## src/rtl/l2_cache_pkg.sv

```systemverilog
// Shared opcodes, FIFO entry/beat layouts and beat-building helpers for the
// multi-core L2 response stage.
package l2_cache_pkg;

    localparam int MAX_CORES = 8;

    localparam logic [2:0] L2REQ_LOAD       = 3'd0;
    localparam logic [2:0] L2REQ_STORE      = 3'd1;
    localparam logic [2:0] L2REQ_FLUSH      = 3'd2;
    localparam logic [2:0] L2REQ_INVALIDATE = 3'd3;
    localparam logic [2:0] L2REQ_LOAD_SYNC  = 3'd4;
    localparam logic [2:0] L2REQ_STORE_SYNC = 3'd5;

    localparam logic [1:0] L2RSP_LOAD_ACK  = 2'd1;
    localparam logic [1:0] L2RSP_STORE_ACK = 2'd2;

    typedef enum logic [1:0] {
        ST_IDLE = 2'd0,
        ST_ACK  = 2'd1,
        ST_UPD  = 2'd2
    } rsp_state_t;

    // Entry metadata is sized for the largest core count; unused upper bits stay zero.
    typedef struct packed {
        logic [2:0]               core;
        logic [1:0]               unit;
        logic [1:0]               strand;
        logic [1:0]               way;
        logic [1:0]               rsp_op;
        logic                     is_store;
        logic                     status;
        logic [MAX_CORES-1:0]     has_line;
        logic [2*MAX_CORES-1:0]   dir_way;
    } l2_entry_t;

    typedef struct packed {
        logic       valid;
        logic       status;
        logic       update;
        logic [1:0] unit;
        logic [1:0] strand;
        logic [1:0] op;
        logic [1:0] way;
    } l2_beat_t;

    function automatic logic is_store_op(logic [2:0] op);
        return (op == L2REQ_STORE) || (op == L2REQ_STORE_SYNC);
    endfunction

    function automatic logic [1:0] rsp_op_of(logic [2:0] op);
        case (op)
            L2REQ_LOAD, L2REQ_LOAD_SYNC:   return L2RSP_LOAD_ACK;
            L2REQ_STORE, L2REQ_STORE_SYNC: return L2RSP_STORE_ACK;
            default:                       return 2'd0;
        endcase
    endfunction

    function automatic l2_beat_t ack_beat(l2_entry_t e);
        l2_beat_t b;
        logic     hit;
        hit      = e.has_line[e.core];
        b.valid  = 1'b1;
        b.status = e.status;
        b.update = hit && e.is_store;
        b.unit   = e.unit;
        b.strand = e.strand;
        b.op     = e.rsp_op;
        b.way    = hit ? e.dir_way[{e.core, 1'b0} +: 2] : e.way;
        return b;
    endfunction

    function automatic l2_beat_t upd_beat(l2_entry_t e, logic [2:0] c);
        l2_beat_t b;
        b.valid  = 1'b1;
        b.status = 1'b0;
        b.update = 1'b1;
        b.unit   = e.unit;
        b.strand = e.strand;
        b.op     = L2RSP_STORE_ACK;
        b.way    = e.dir_way[{c, 1'b0} +: 2];
        return b;
    endfunction

    // Cores other than the requester that must see a write-update.
    function automatic logic [MAX_CORES-1:0] sharers_of(l2_entry_t e);
        return e.is_store ? (e.has_line & ~(MAX_CORES'(1) << e.core)) : '0;
    endfunction

endpackage

```

## src/rtl/l2_cache_response_mc_if.sv

```systemverilog
// Request (writeback side) and response (interconnect side) bundle of the
// multi-core L2 response stage.
interface l2_cache_response_mc_if #(
    parameter int NUM_CORES = 2,
    parameter int LINE_BITS = 512
);
    localparam int CW = (NUM_CORES > 1) ? $clog2(NUM_CORES) : 1;

    logic                   wr_l2req_valid;
    logic [CW-1:0]          wr_l2req_core;
    logic [1:0]             wr_l2req_unit;
    logic [1:0]             wr_l2req_strand;
    logic [1:0]             wr_l2req_way;
    logic [2:0]             wr_l2req_op;
    logic [LINE_BITS-1:0]   wr_data;
    logic [NUM_CORES-1:0]   wr_l1_has_line;
    logic [2*NUM_CORES-1:0] wr_dir_l1_way;
    logic                   wr_cache_hit;
    logic                   wr_has_sm_data;
    logic                   wr_store_sync_success;
    logic                   wr_stall;

    logic                   l2rsp_ready;
    logic                   l2rsp_valid;
    logic                   l2rsp_status;
    logic                   l2rsp_update;
    logic [CW-1:0]          l2rsp_core;
    logic [1:0]             l2rsp_unit;
    logic [1:0]             l2rsp_strand;
    logic [1:0]             l2rsp_op;
    logic [1:0]             l2rsp_way;
    logic [LINE_BITS-1:0]   l2rsp_data;
    logic                   l2rsp_overflow;

    modport master (
        output wr_l2req_valid, wr_l2req_core, wr_l2req_unit, wr_l2req_strand,
               wr_l2req_way, wr_l2req_op, wr_data, wr_l1_has_line, wr_dir_l1_way,
               wr_cache_hit, wr_has_sm_data, wr_store_sync_success, l2rsp_ready,
        input  wr_stall, l2rsp_valid, l2rsp_status, l2rsp_update, l2rsp_core,
               l2rsp_unit, l2rsp_strand, l2rsp_op, l2rsp_way, l2rsp_data, l2rsp_overflow
    );

    modport slave (
        input  wr_l2req_valid, wr_l2req_core, wr_l2req_unit, wr_l2req_strand,
               wr_l2req_way, wr_l2req_op, wr_data, wr_l1_has_line, wr_dir_l1_way,
               wr_cache_hit, wr_has_sm_data, wr_store_sync_success, l2rsp_ready,
        output wr_stall, l2rsp_valid, l2rsp_status, l2rsp_update, l2rsp_core,
               l2rsp_unit, l2rsp_strand, l2rsp_op, l2rsp_way, l2rsp_data, l2rsp_overflow
    );
endinterface

```

## src/rtl/l2_rsp_fifo.sv

```systemverilog
// Synchronous FIFO with power-of-two depth, wrapping pointers and a count one
// bit wider than the pointers.
module l2_rsp_fifo #(
    parameter int WIDTH = 8,
    parameter int DEPTH = 4
) (
    input  logic                   clk,
    input  logic                   reset,
    input  logic                   push,
    input  logic [WIDTH-1:0]       push_data,
    input  logic                   pop,
    output logic [WIDTH-1:0]       head_data,
    output logic [$clog2(DEPTH):0] count,
    output logic                   full,
    output logic                   empty
);
    localparam int AW = $clog2(DEPTH);

    logic [WIDTH-1:0] mem [DEPTH];
    logic [AW-1:0]    wr_ptr_q, wr_ptr_d;
    logic [AW-1:0]    rd_ptr_q, rd_ptr_d;
    logic [AW:0]      count_q, count_d;
    logic             do_push, do_pop;

    assign full      = (count_q == (AW+1)'(DEPTH));
    assign empty     = (count_q == '0);
    assign count     = count_q;
    assign head_data = mem[rd_ptr_q];
    assign do_push   = push && !full;
    assign do_pop    = pop && !empty;

    always_comb begin
        wr_ptr_d = do_push ? wr_ptr_q + AW'(1) : wr_ptr_q;
        rd_ptr_d = do_pop  ? rd_ptr_q + AW'(1) : rd_ptr_q;
        count_d  = count_q;
        case ({do_push, do_pop})
            2'b10:   count_d = count_q + (AW+1)'(1);
            2'b01:   count_d = count_q - (AW+1)'(1);
            default: count_d = count_q;
        endcase
    end

    always_ff @(posedge clk or posedge reset) begin
        if (reset) begin
            wr_ptr_q <= '0;
            rd_ptr_q <= '0;
            count_q  <= '0;
        end else begin
            wr_ptr_q <= wr_ptr_d;
            rd_ptr_q <= rd_ptr_d;
            count_q  <= count_d;
        end
    end

    always_ff @(posedge clk) begin
        if (do_push)
            mem[wr_ptr_q] <= push_data;
    end
endmodule

```

## src/rtl/l2_cache_response_mc.sv

```systemverilog
// Multi-core L2 response stage: buffers qualified requests and drains them as
// ack beats, plus sharer write-update beats when L2RSP_BROADCAST_EN is defined.
module l2_cache_response_mc
    import l2_cache_pkg::*;
#(
    parameter int NUM_CORES  = 2,
    parameter int FIFO_DEPTH = 4,
    parameter int LINE_BITS  = 512
) (
    input  logic                  clk,
    input  logic                  reset,
    l2_cache_response_mc_if.slave bus
);
    localparam int CW = (NUM_CORES > 1) ? $clog2(NUM_CORES) : 1;
    localparam int OW = $clog2(FIFO_DEPTH) + 1;
    localparam int EW = $bits(l2_entry_t) + LINE_BITS;
    localparam logic [OW-1:0] FULL_OCC  = OW'(FIFO_DEPTH);
    localparam logic [OW-1:0] STALL_OCC = OW'(FIFO_DEPTH - 1);

    rsp_state_t           state_q, state_d;
    l2_beat_t             beat_q, beat_d;
    logic [CW-1:0]        core_q, core_d;
    logic [LINE_BITS-1:0] data_q, data_d;
    logic                 overflow_q, overflow_d;

    l2_entry_t            req_entry, head_entry, load_entry;
    logic [LINE_BITS-1:0] head_data, load_data;
    logic [EW-1:0]        fifo_head;
    logic                 fifo_push, fifo_pop, fifo_full, fifo_empty;
    logic [OW-1:0]        fifo_count, occ, occ_after;
    logic                 qualify, hs, last_beat, done, bypass;

    l2_rsp_fifo #(
        .WIDTH (EW),
        .DEPTH (FIFO_DEPTH)
    ) u_fifo (
        .clk       (clk),
        .reset     (reset),
        .push      (fifo_push),
        .push_data ({req_entry, bus.wr_data}),
        .pop       (fifo_pop),
        .head_data (fifo_head),
        .count     (fifo_count),
        .full      (fifo_full),
        .empty     (fifo_empty)
    );

    assign {head_entry, head_data} = fifo_head;

    always_comb begin
        req_entry                            = '0;
        req_entry.core[CW-1:0]               = bus.wr_l2req_core;
        req_entry.unit                       = bus.wr_l2req_unit;
        req_entry.strand                     = bus.wr_l2req_strand;
        req_entry.way                        = bus.wr_l2req_way;
        req_entry.rsp_op                     = rsp_op_of(bus.wr_l2req_op);
        req_entry.is_store                   = is_store_op(bus.wr_l2req_op);
        req_entry.status                     = (bus.wr_l2req_op == L2REQ_STORE_SYNC) &&
                                               bus.wr_store_sync_success;
        req_entry.has_line[NUM_CORES-1:0]    = bus.wr_l1_has_line;
        req_entry.dir_way[2*NUM_CORES-1:0]   = bus.wr_dir_l1_way;
    end

    assign qualify = bus.wr_l2req_valid &&
                     (bus.wr_cache_hit || bus.wr_has_sm_data ||
                      bus.wr_l2req_op == L2REQ_FLUSH || bus.wr_l2req_op == L2REQ_INVALIDATE);

    // The entry in the output stage counts toward occupancy.
    assign occ = fifo_count + OW'(state_q != ST_IDLE);

`ifdef L2RSP_BROADCAST_EN
    l2_entry_t            cur_q, cur_d;
    logic [MAX_CORES-1:0] pend_q, pend_d;
    logic [2:0]           sh_idx;

    always_comb begin
        sh_idx = '0;
        for (int c = MAX_CORES - 1; c >= 0; c--)
            if (pend_q[c])
                sh_idx = 3'(c);
    end

    assign last_beat = (pend_q == '0);

    always_ff @(posedge clk or posedge reset) begin
        if (reset) begin
            cur_q  <= '0;
            pend_q <= '0;
        end else begin
            cur_q  <= cur_d;
            pend_q <= pend_d;
        end
    end
`else
    assign last_beat = 1'b1;
`endif

    always_comb begin
        state_d    = state_q;
        beat_d     = beat_q;
        core_d     = core_q;
        data_d     = data_q;
        overflow_d = overflow_q;
        fifo_push  = 1'b0;
        fifo_pop   = 1'b0;
        bypass     = 1'b0;
`ifdef L2RSP_BROADCAST_EN
        cur_d      = cur_q;
        pend_d     = pend_q;
`endif
        load_entry = fifo_empty ? req_entry : head_entry;
        load_data  = fifo_empty ? bus.wr_data : head_data;
        hs         = beat_q.valid && bus.l2rsp_ready;
        done       = (state_q == ST_IDLE) || (hs && last_beat);
        occ_after  = occ - OW'(hs && last_beat);

        if (done) begin
            // Buffered entries go first; an empty FIFO lets the request bypass it.
            if (!fifo_empty || qualify) begin
                fifo_pop = !fifo_empty;
                bypass   = fifo_empty;
                state_d  = ST_ACK;
                beat_d   = ack_beat(load_entry);
                core_d   = load_entry.core[CW-1:0];
                data_d   = load_data;
`ifdef L2RSP_BROADCAST_EN
                cur_d    = load_entry;
                pend_d   = sharers_of(load_entry);
`endif
            end else begin
                state_d = ST_IDLE;
                beat_d  = '0;
                core_d  = '0;
                data_d  = '0;
            end
        end
`ifdef L2RSP_BROADCAST_EN
        else if (hs) begin
            state_d = ST_UPD;
            beat_d  = upd_beat(cur_q, sh_idx);
            core_d  = sh_idx[CW-1:0];
            pend_d  = pend_q & ~(MAX_CORES'(1) << sh_idx);
        end
`endif

        if (qualify && !bypass) begin
            if (occ_after < FULL_OCC && !fifo_full)
                fifo_push = 1'b1;
            else
                overflow_d = 1'b1;
        end
    end

    always_ff @(posedge clk or posedge reset) begin
        if (reset) begin
            state_q    <= ST_IDLE;
            beat_q     <= '0;
            core_q     <= '0;
            data_q     <= '0;
            overflow_q <= 1'b0;
        end else begin
            state_q    <= state_d;
            beat_q     <= beat_d;
            core_q     <= core_d;
            data_q     <= data_d;
            overflow_q <= overflow_d;
        end
    end

    assign bus.wr_stall       = (occ >= STALL_OCC);
    assign bus.l2rsp_valid    = beat_q.valid;
    assign bus.l2rsp_status   = beat_q.status;
    assign bus.l2rsp_update   = beat_q.update;
    assign bus.l2rsp_core     = core_q;
    assign bus.l2rsp_unit     = beat_q.unit;
    assign bus.l2rsp_strand   = beat_q.strand;
    assign bus.l2rsp_op       = beat_q.op;
    assign bus.l2rsp_way      = beat_q.way;
    assign bus.l2rsp_data     = data_q;
    assign bus.l2rsp_overflow = overflow_q;
endmodule

```

## src/flat_wrapper.sv

```systemverilog
// flat-port wrapper written by rule: the top's interface ports become plain ports
module l2_cache_response_mc_flat import l2_cache_pkg::*;
#(
    parameter int NUM_CORES  = 2,
    parameter int FIFO_DEPTH = 4,
    parameter int LINE_BITS  = 512
)
  (clk, reset, bus_wr_l2req_valid, bus_wr_l2req_core, bus_wr_l2req_unit, bus_wr_l2req_strand, bus_wr_l2req_way, bus_wr_l2req_op, bus_wr_data, bus_wr_l1_has_line, bus_wr_dir_l1_way, bus_wr_cache_hit, bus_wr_has_sm_data, bus_wr_store_sync_success, bus_l2rsp_ready, bus_wr_stall, bus_l2rsp_valid, bus_l2rsp_status, bus_l2rsp_update, bus_l2rsp_core, bus_l2rsp_unit, bus_l2rsp_strand, bus_l2rsp_op, bus_l2rsp_way, bus_l2rsp_data, bus_l2rsp_overflow);
  l2_cache_response_mc_if #(.NUM_CORES(NUM_CORES), .LINE_BITS(LINE_BITS)) bus_i ();
  input  logic clk;
  input  logic reset;
  input wire logic [$bits(bus_i.wr_l2req_valid)-1:0] bus_wr_l2req_valid;
  input wire logic [$bits(bus_i.wr_l2req_core)-1:0] bus_wr_l2req_core;
  input wire logic [$bits(bus_i.wr_l2req_unit)-1:0] bus_wr_l2req_unit;
  input wire logic [$bits(bus_i.wr_l2req_strand)-1:0] bus_wr_l2req_strand;
  input wire logic [$bits(bus_i.wr_l2req_way)-1:0] bus_wr_l2req_way;
  input wire logic [$bits(bus_i.wr_l2req_op)-1:0] bus_wr_l2req_op;
  input wire logic [$bits(bus_i.wr_data)-1:0] bus_wr_data;
  input wire logic [$bits(bus_i.wr_l1_has_line)-1:0] bus_wr_l1_has_line;
  input wire logic [$bits(bus_i.wr_dir_l1_way)-1:0] bus_wr_dir_l1_way;
  input wire logic [$bits(bus_i.wr_cache_hit)-1:0] bus_wr_cache_hit;
  input wire logic [$bits(bus_i.wr_has_sm_data)-1:0] bus_wr_has_sm_data;
  input wire logic [$bits(bus_i.wr_store_sync_success)-1:0] bus_wr_store_sync_success;
  input wire logic [$bits(bus_i.l2rsp_ready)-1:0] bus_l2rsp_ready;
  output wire logic [$bits(bus_i.wr_stall)-1:0] bus_wr_stall;
  output wire logic [$bits(bus_i.l2rsp_valid)-1:0] bus_l2rsp_valid;
  output wire logic [$bits(bus_i.l2rsp_status)-1:0] bus_l2rsp_status;
  output wire logic [$bits(bus_i.l2rsp_update)-1:0] bus_l2rsp_update;
  output wire logic [$bits(bus_i.l2rsp_core)-1:0] bus_l2rsp_core;
  output wire logic [$bits(bus_i.l2rsp_unit)-1:0] bus_l2rsp_unit;
  output wire logic [$bits(bus_i.l2rsp_strand)-1:0] bus_l2rsp_strand;
  output wire logic [$bits(bus_i.l2rsp_op)-1:0] bus_l2rsp_op;
  output wire logic [$bits(bus_i.l2rsp_way)-1:0] bus_l2rsp_way;
  output wire logic [$bits(bus_i.l2rsp_data)-1:0] bus_l2rsp_data;
  output wire logic [$bits(bus_i.l2rsp_overflow)-1:0] bus_l2rsp_overflow;
  assign bus_i.wr_l2req_valid = bus_wr_l2req_valid;
  assign bus_i.wr_l2req_core = bus_wr_l2req_core;
  assign bus_i.wr_l2req_unit = bus_wr_l2req_unit;
  assign bus_i.wr_l2req_strand = bus_wr_l2req_strand;
  assign bus_i.wr_l2req_way = bus_wr_l2req_way;
  assign bus_i.wr_l2req_op = bus_wr_l2req_op;
  assign bus_i.wr_data = bus_wr_data;
  assign bus_i.wr_l1_has_line = bus_wr_l1_has_line;
  assign bus_i.wr_dir_l1_way = bus_wr_dir_l1_way;
  assign bus_i.wr_cache_hit = bus_wr_cache_hit;
  assign bus_i.wr_has_sm_data = bus_wr_has_sm_data;
  assign bus_i.wr_store_sync_success = bus_wr_store_sync_success;
  assign bus_i.l2rsp_ready = bus_l2rsp_ready;
  assign bus_wr_stall = bus_i.wr_stall;
  assign bus_l2rsp_valid = bus_i.l2rsp_valid;
  assign bus_l2rsp_status = bus_i.l2rsp_status;
  assign bus_l2rsp_update = bus_i.l2rsp_update;
  assign bus_l2rsp_core = bus_i.l2rsp_core;
  assign bus_l2rsp_unit = bus_i.l2rsp_unit;
  assign bus_l2rsp_strand = bus_i.l2rsp_strand;
  assign bus_l2rsp_op = bus_i.l2rsp_op;
  assign bus_l2rsp_way = bus_i.l2rsp_way;
  assign bus_l2rsp_data = bus_i.l2rsp_data;
  assign bus_l2rsp_overflow = bus_i.l2rsp_overflow;
  l2_cache_response_mc #(.NUM_CORES(NUM_CORES), .FIFO_DEPTH(FIFO_DEPTH), .LINE_BITS(LINE_BITS)) u_core (.clk(clk), .reset(reset), .bus(bus_i));
endmodule
```

## config.mk

```make
export PLATFORM = sky130hd
export DESIGN_NAME = l2_cache_response_mc_flat
export DESIGN_NICKNAME = d
export VERILOG_FILES = /design/src/rtl/l2_cache_pkg.sv /design/src/rtl/l2_cache_response_mc_if.sv /design/src/rtl/l2_rsp_fifo.sv /design/src/rtl/l2_cache_response_mc.sv /design/src/flat_wrapper.sv
export SDC_FILE = /design/constraint.sdc
export NUM_CORES = 2
export LEC_CHECK = 0
export CAP_MARGIN = 20
export CORE_UTILIZATION = 60
export DETAILED_ROUTE_END_ITERATION = 12
export PLACE_DENSITY = 0.95
export SYNTH_ARGS = -nofsm -noshare
export SYNTH_HDL_FRONTEND = slang
export SYNTH_SLANG_ARGS = --single-unit
export TNS_END_PERCENT = 50
```

## constraint.sdc

```tcl
create_clock -name clk -period 40.7 [get_ports clk]
set_input_delay 4.07 -clock clk [delete_from_list [all_inputs] [get_ports clk]]
set_output_delay 4.07 -clock clk [all_outputs]
set_load 0.01 [all_outputs]
```

* Yosys cells after proc, flatten, opt, wreduce, memory -nomap -nowiden *
Memory sizes are Yosys's and may differ from the RTL's.
Index checks and enable logic that the tools add are counted.

word-level totals
  bits in registers = 534
  bits in latches = 0
  RAM bits = 2116
  memory bits (read-only) = 0
  input bits = 535
  output and inout bits = 526
  word-level logic and storage cells = 78
  memories kept = 1

memories
  name               depth  width  read ports  clocked after Yosys merged registers in  wr ports  line               text
  u_core.u_fifo.mem  4      529    1           0                                        1         l2_rsp_fifo.sv:19  logic [WIDTH-1:0] mem [DEPTH];

operators by class
  add/sub/neg operators = 6
  $mul = 0
  divide/modulo/power cells = 0
  magnitude comparators = 3
  equality and inequality tests = 8
  shift operators = 1
  mux-type cells = 19
  bitwise logic cells = 1
  reductions and logical operators = 25

operators with widths
  kind                 number
  $mux 512             2
  $mux 37              1
  $shiftx 16x5->2      1
  $mux 1               11
  $mux 11              1
  $eq 3x3->1 const B   3
  $logic_and 1x1->1    8
  $eq 3x2->1 const B   2
  $logic_not 3->1      2
  $logic_or 1x1->1     6
  $pmux 3 s2           1
  $add 2x1->2 const B  2
  $lt 3x4->1 const B   1
  $pmux 2 s2           1
  $reduce_bool 2->1    2
  $reduce_or 2->1      2
  $add 3x1->3          1
  $add 3x1->3 const B  1
  $bmux 1 s3           1
  $eq 3x1->1 const B   1
  $ge 3x2->1 const B   1
  $logic_not 1->1      3
  $lt 3x3->1 const B   1
  $sub 3x1->3          1
  other kinds (7)      7

* Longest topological paths before layout *
  depth after elaboration = 13
  mapped depth = 13
  mapped depth without buffers = 13

* Modules after synthesis *
Synthesis repeated with hierarchy kept, for this count alone.

second synthesis, totals
  cells, all modules = 5865
  area, all modules = 105482.4 um2

modules (own cells, without submodules)
  module                times used  cells an instance  area each (um2)  seq. area each (um2)
  l2_rsp_fifo           1           2905               79600.1          66118.4
  l2_cache_response_mc  1           2960               25882.3          13137.6

* Worst setup path after synthesis *
Ideal clock, no wire load.

  path type = input -> register
  from = input port bus_l2rsp_ready
  to = memory u_core.u_fifo.mem[1][0] (netlist name) (enable)
  library setup time = 0.963 ns
  arrival = 17.002 ns
  required time = 39.737 ns
  slack = 22.736 ns
  stages on the path = 6
  path buffers = 1
  cells stage by stage = nand2b_1 buf_6 nand3_1 or3b_4 a21oi_4 and2_1

between the ends
  cells in the longest elaborated chain, start to end = 9
  elaborated cells between the ends (all ways) = 13
  classes of those cells = add/sub: 1; order compare: 1; mux: 5; reduce/logical: 6

ends and longest elaborated chain
  what                                                         line                                                      text
  start, declared                                              flat_wrapper.sv:24                                        input wire logic [$bits(bus_i.l2rsp_ready)-1:0] bus_l2rsp_ready;
  $logic_and 1x1->1 *                                          l2_cache_response_mc.sv:113                               hs = beat_q.valid && bus.l2rsp_ready;
  $sub 3x1->3 / $logic_or 1x1->1 (equally long branches)       l2_cache_response_mc.sv:115, l2_cache_response_mc.sv:114
  $lt 3x3->1 / $mux 1 (equally long branches)                  l2_cache_response_mc.sv:147, l2_cache_response_mc.sv:117
  $logic_and 1x1->1 / $logic_not 1->1 (equally long branches)  l2_cache_response_mc.sv:147, l2_cache_response_mc.sv:146
  $mux 1 / $logic_and 1x1->1 (equally long branches)           l2_cache_response_mc.sv:147, l2_cache_response_mc.sv:146
  $mux 1 *                                                     l2_cache_response_mc.sv:146                               if (qualify && !bypass) begin
  $logic_and 1x1->1 *                                          l2_rsp_fifo.sv:29                                         assign do_push = push && !full;
  $mux 1 *                                                     l2_rsp_fifo.sv:56                                         if (do_push)
  $mux 1 (implied by the code) *                               l2_rsp_fifo.sv:57                                         mem[wr_ptr_q] <= push_data;
  end, declared                                                l2_rsp_fifo.sv:19

Every way passes the cells marked *; elsewhere a longest branch is shown, timed or not.

* Final worst setup path *
  from = input port bus_l2rsp_ready
  to = memory u_core.u_fifo.mem[3][215] (netlist name) (enable)

The elaborated chain is that of the path after synthesis.

==> impl_metrics.json <==
{
  "status": "finished, final reports clean",
  "critPathMaxFanout": 76,
  "vias": 69200,
  "cts_root_buffer": "clkbuf_16",
  "first_iter_violations": 13800,
  "synth-simple-area-share": 0.0667,
  "grt_util_met2": 0.610,
  "synth-seq-area-share": 0.759,
  "cp_num_buf_inv": 5,
  "drv_cap": 0,
  "synth-edff-count": 2112,
  "routed_wl_mm": 348,
  "hp-class": "flop to flop",
  "power_density_nw_per_um2": 77.4,
  "maxSlewViolCount": 0,
  "cts_tree": "done",
  "synthMuxAreaShare": 0.118,
  "clk_path_buf_depth": 3,
  "cp.required_ns": 41.17,
  "startpoint": "bus_l2rsp_ready",
  "syn-cell-area_um2": 101000,
  "max_stage_delay_ns": 0.94,
  "path_clk_slew_ns": 0.06,
  "fin_crit_ns": 10.61,
  "placed_cells_incl_taps": 8702,
  "grt_use_total": 0.390,
  "synthTopCellsByArea": "edfxtp_1 63%, dfrtp_1 13%, mux4_2 12%, a31oi_1 3.2%, nand3_1 2.6%",
  "postPlaceCellArea_um2": 113000,
  "reg2reg_slack_ns": 33.29,
  "finalPower_mw": 9.42,
  "gr-total-overflow": 0,
  "cts_setup_buffers": 0,
  "final-setup-viol-count": 0,
  "grt_util_met3": 0.130,
  "port_buffers": 1060,
  "maxSlewHeadroom": 0.131,
  "die_w_um": 412,
  "rsz0062_at_grt": "no",
  "cp_top_family": "buffers and inverters",
  "drive_above_1_share": 0.142,
  "layout_common_cells": "2112 x edfxtp_1, 1060 x clkdlybuf4s50_1, 530 x dfrtp_1, 529 x nand2_1, 528 x nor2_1",
  "avgSynthCellArea_um2": 17.5,
  "cp-start-kind": "primary input",
  "final_common_cell": "edfxtp_1",
  "place_hpwl_mm": 177,
  "place.gp.congestion": 0.880,
  "grt_pass1_vias": 68000,
  "place_ws_ns": 29.55,
  "drc": 0,
  "p_leak_nw": 41.2,
  "synth_warnings": 0,
  "synth-seq-cells": 2644,
  "crit_arrival_ns": 11.08,
  "wl_per_cell_um": 37.7,
  "path_common_cell": "buf_4",
  "synth_compound_area_frac": 0.0345,
  "die-area_um2": 170000,
  "skew_ns": 0.0435,
  "crit_chain": "clkdlybuf4s50_1 -> nand2b_4 -> nand3_1 -> or3b_4 -> a21oi_4 -> and2_4 -> buf_4 -> buf_4 -> buf_4 -> buf_4",
  "timing.final.crit_share": 0.261,
  "grt_max_degree": 176,
  "grt_pass1_wl_mm": 474,
  "synth_top_family_by_area": "multiplexers",
  "die_height_um": 412,
  "syn_to_final_growth_pct": 20.5,
  "yosys.area.top_type": "edfxtp_1",
  "cts_hold_buf": 0,
  "cp_slowest_cell": "buf_4",
  "clock.fmax_mhz": 94.3,
  "async_reset_ff_frac": 0.201,
  "worst_pin_slew_ns": 1.30,
  "path_class": "primary input to flop",
  "syn-num-nets": 6311,
  "antenna_found_initial": 89,
  "dr.pass1.iters": 12,
  "ant_nets": 0,
  "post-route-util": 0.728,
  "final_cells": 9247,
  "regToRegEndpoint": "u_core.u_fifo.mem[3][215]$_DFFE_PP_",
  "synth-adder-area-share": 0.00106,
  "synth_cell_types": 42,
  "htreeDepth": 4,
  "cts_buffers": 240,
  "fillers": 8001,
  "fin_ws_ns": 30.09,
  "coreArea_um2": 167000,
  "floorplan.initialDensity": 0.604,
  "cp-endpoint": "u_core.u_fifo.mem[3][215]$_DFFE_PP_",
  "rows": 150,
  "grtUsageMet1": 0.450,
  "design.portCount": 1061,
  "hold_viol": 0,
  "ir_worst_vdd_uv": 67.8,
  "busiest_layer": "met2",
  "syn_inst": 5768,
  "synth_xor_area_frac": 0.000693,
  "crit_cells": 10,
  "r2r_start": "u_core.bus.l2rsp_valid$_DFFE_PP0P_",
  "cts.sinks": 2644,
  "setup_tns_ns": 0,
  "post_drt_via_cell_ratio": 7.48,
  "whs_ns": 0.511,
  "crit_path_end_kind": "flop",
  "clk_latency_ns": 0.89,
  "synthFlopType": "edfxtp_1",
  "postCtsResizedCells": 0,
  "r2r_cells": 9,
  "nNetsFinal": 7284,
  "netlist.area_leader.share": 0.628,
  "stdcell_area_um2": 122000
}
==> power by group <==
part / leakage [nW] / total (mW) / switching, mW / internal, mW
logic: 12.1 / 3.01 / 1.72 / 1.28
clock network: 4.04 / 2.42 / 1.07 / 1.35
registers: 25.1 / 4.00 / 0.459 / 3.54
==> how the worst min path moves through the flow <==
stage,startpoint,to,slack [ns],depth (start not counted)
detailed placement,u_core.bus.l2rsp_op[0]$_DFFE_PP0P_,u_core.bus.l2rsp_op[0]$_DFFE_PP0P_,0.49,2
floorplan,u_core.bus.l2rsp_overflow$_DFFE_PP0P_,u_core.bus.l2rsp_overflow$_DFFE_PP0P_,0.51,1
global route,u_core.bus.l2rsp_op[0]$_DFFE_PP0P_,u_core.bus.l2rsp_op[0]$_DFFE_PP0P_,0.55,2
finish,u_core.bus.l2rsp_op[0]$_DFFE_PP0P_,u_core.bus.l2rsp_op[0]$_DFFE_PP0P_,0.51,2
CTS,u_core.bus.l2rsp_op[0]$_DFFE_PP0P_,u_core.bus.l2rsp_op[0]$_DFFE_PP0P_,0.51,2
global placement,u_core.bus.l2rsp_op[0]$_DFFE_PP0P_,u_core.bus.l2rsp_op[0]$_DFFE_PP0P_,0.48,2
==> registers in the layout (all words and copies together), names as in the netlist <==
name and cells:
u_core.bus.l2rsp_core 1, u_core.bus.l2rsp_data 512, u_core.bus.l2rsp_op 2, u_core.bus.l2rsp_overflow 1, u_core.bus.l2rsp_status 1, u_core.bus.l2rsp_strand 2, u_core.bus.l2rsp_unit 2, u_core.bus.l2rsp_update 1
u_core.bus.l2rsp_valid 1, u_core.bus.l2rsp_way 2, u_core.u_fifo.count 3, u_core.u_fifo.mem 2112, u_core.u_fifo.rd_ptr_q 2, u_core.u_fifo.wr_ptr_q 2
==> layer usage <==
| layer | vias to the layer above | wire length [um] |
|---|---|---|
| met3 | 2450 | 51600 |
| met5 | - | 360 |
| met2 | 8645 | 162000 |
| met1 | 33400 | 98500 |
| li1 | 24600 | - |
| met4 | 36 | 36100 |
==> cell type report <==
type                       instances  area (um^2)  area share
clock buffer                     321         6700      0.0550
sequential                      2644        76700       0.630
multi-input combinational       2708        22400       0.184
clock inverter                   138         1560      0.0128
antenna                           85          213     0.00175
tap                             2204         2760      0.0226
timing repair buffer            1140        11400      0.0936
inverter                           7         33.8    0.000277
==> worst register-to-register path: stages (launching register included) <==
cell and delay [ns]:
dfrtp_1 0.60, nand2b_4 0.61, nand3_1 0.47, or3b_4 0.44
a21oi_4 0.26, and2_4 0.82, buf_4 0.98, buf_4 0.96
buf_4 0.83, buf_4 0.98
==> logic make-up after synthesis <==
group,Yosys count
flip-flops,2644
XOR/XNOR,8
AO/OA/AOI/OAI,551
AND/OR/NAND/NOR,1601
buffers and inverters,416
multiplexers,540
adder cells (fa/ha/maj),8
==> cells in the mapped netlist (2+ instances only) <==
library cell  count
a2111oi_0         2
a211oi_1         14
a21oi_1           2
a31oi_1         520
and2_1            2
and2_2            2
and3_1            2
buf_1            17
buf_2           156
buf_4            55
buf_6             2
clkbuf_1        179
dfrtp_1         532
edfxtp_1       2112
ha_1              7
inv_1             7
mux2_2            2
mux2i_1          16
mux4_2          521
nand2_1         529
nand2b_1          3
nand3_1         520
nor2_1          528
nor2b_1          10
o2111ai_1         2
o21ai_0           3
o41ai_1           2
xnor2_1           4
xor2_1            4
(Power assumes the default switching activity.)
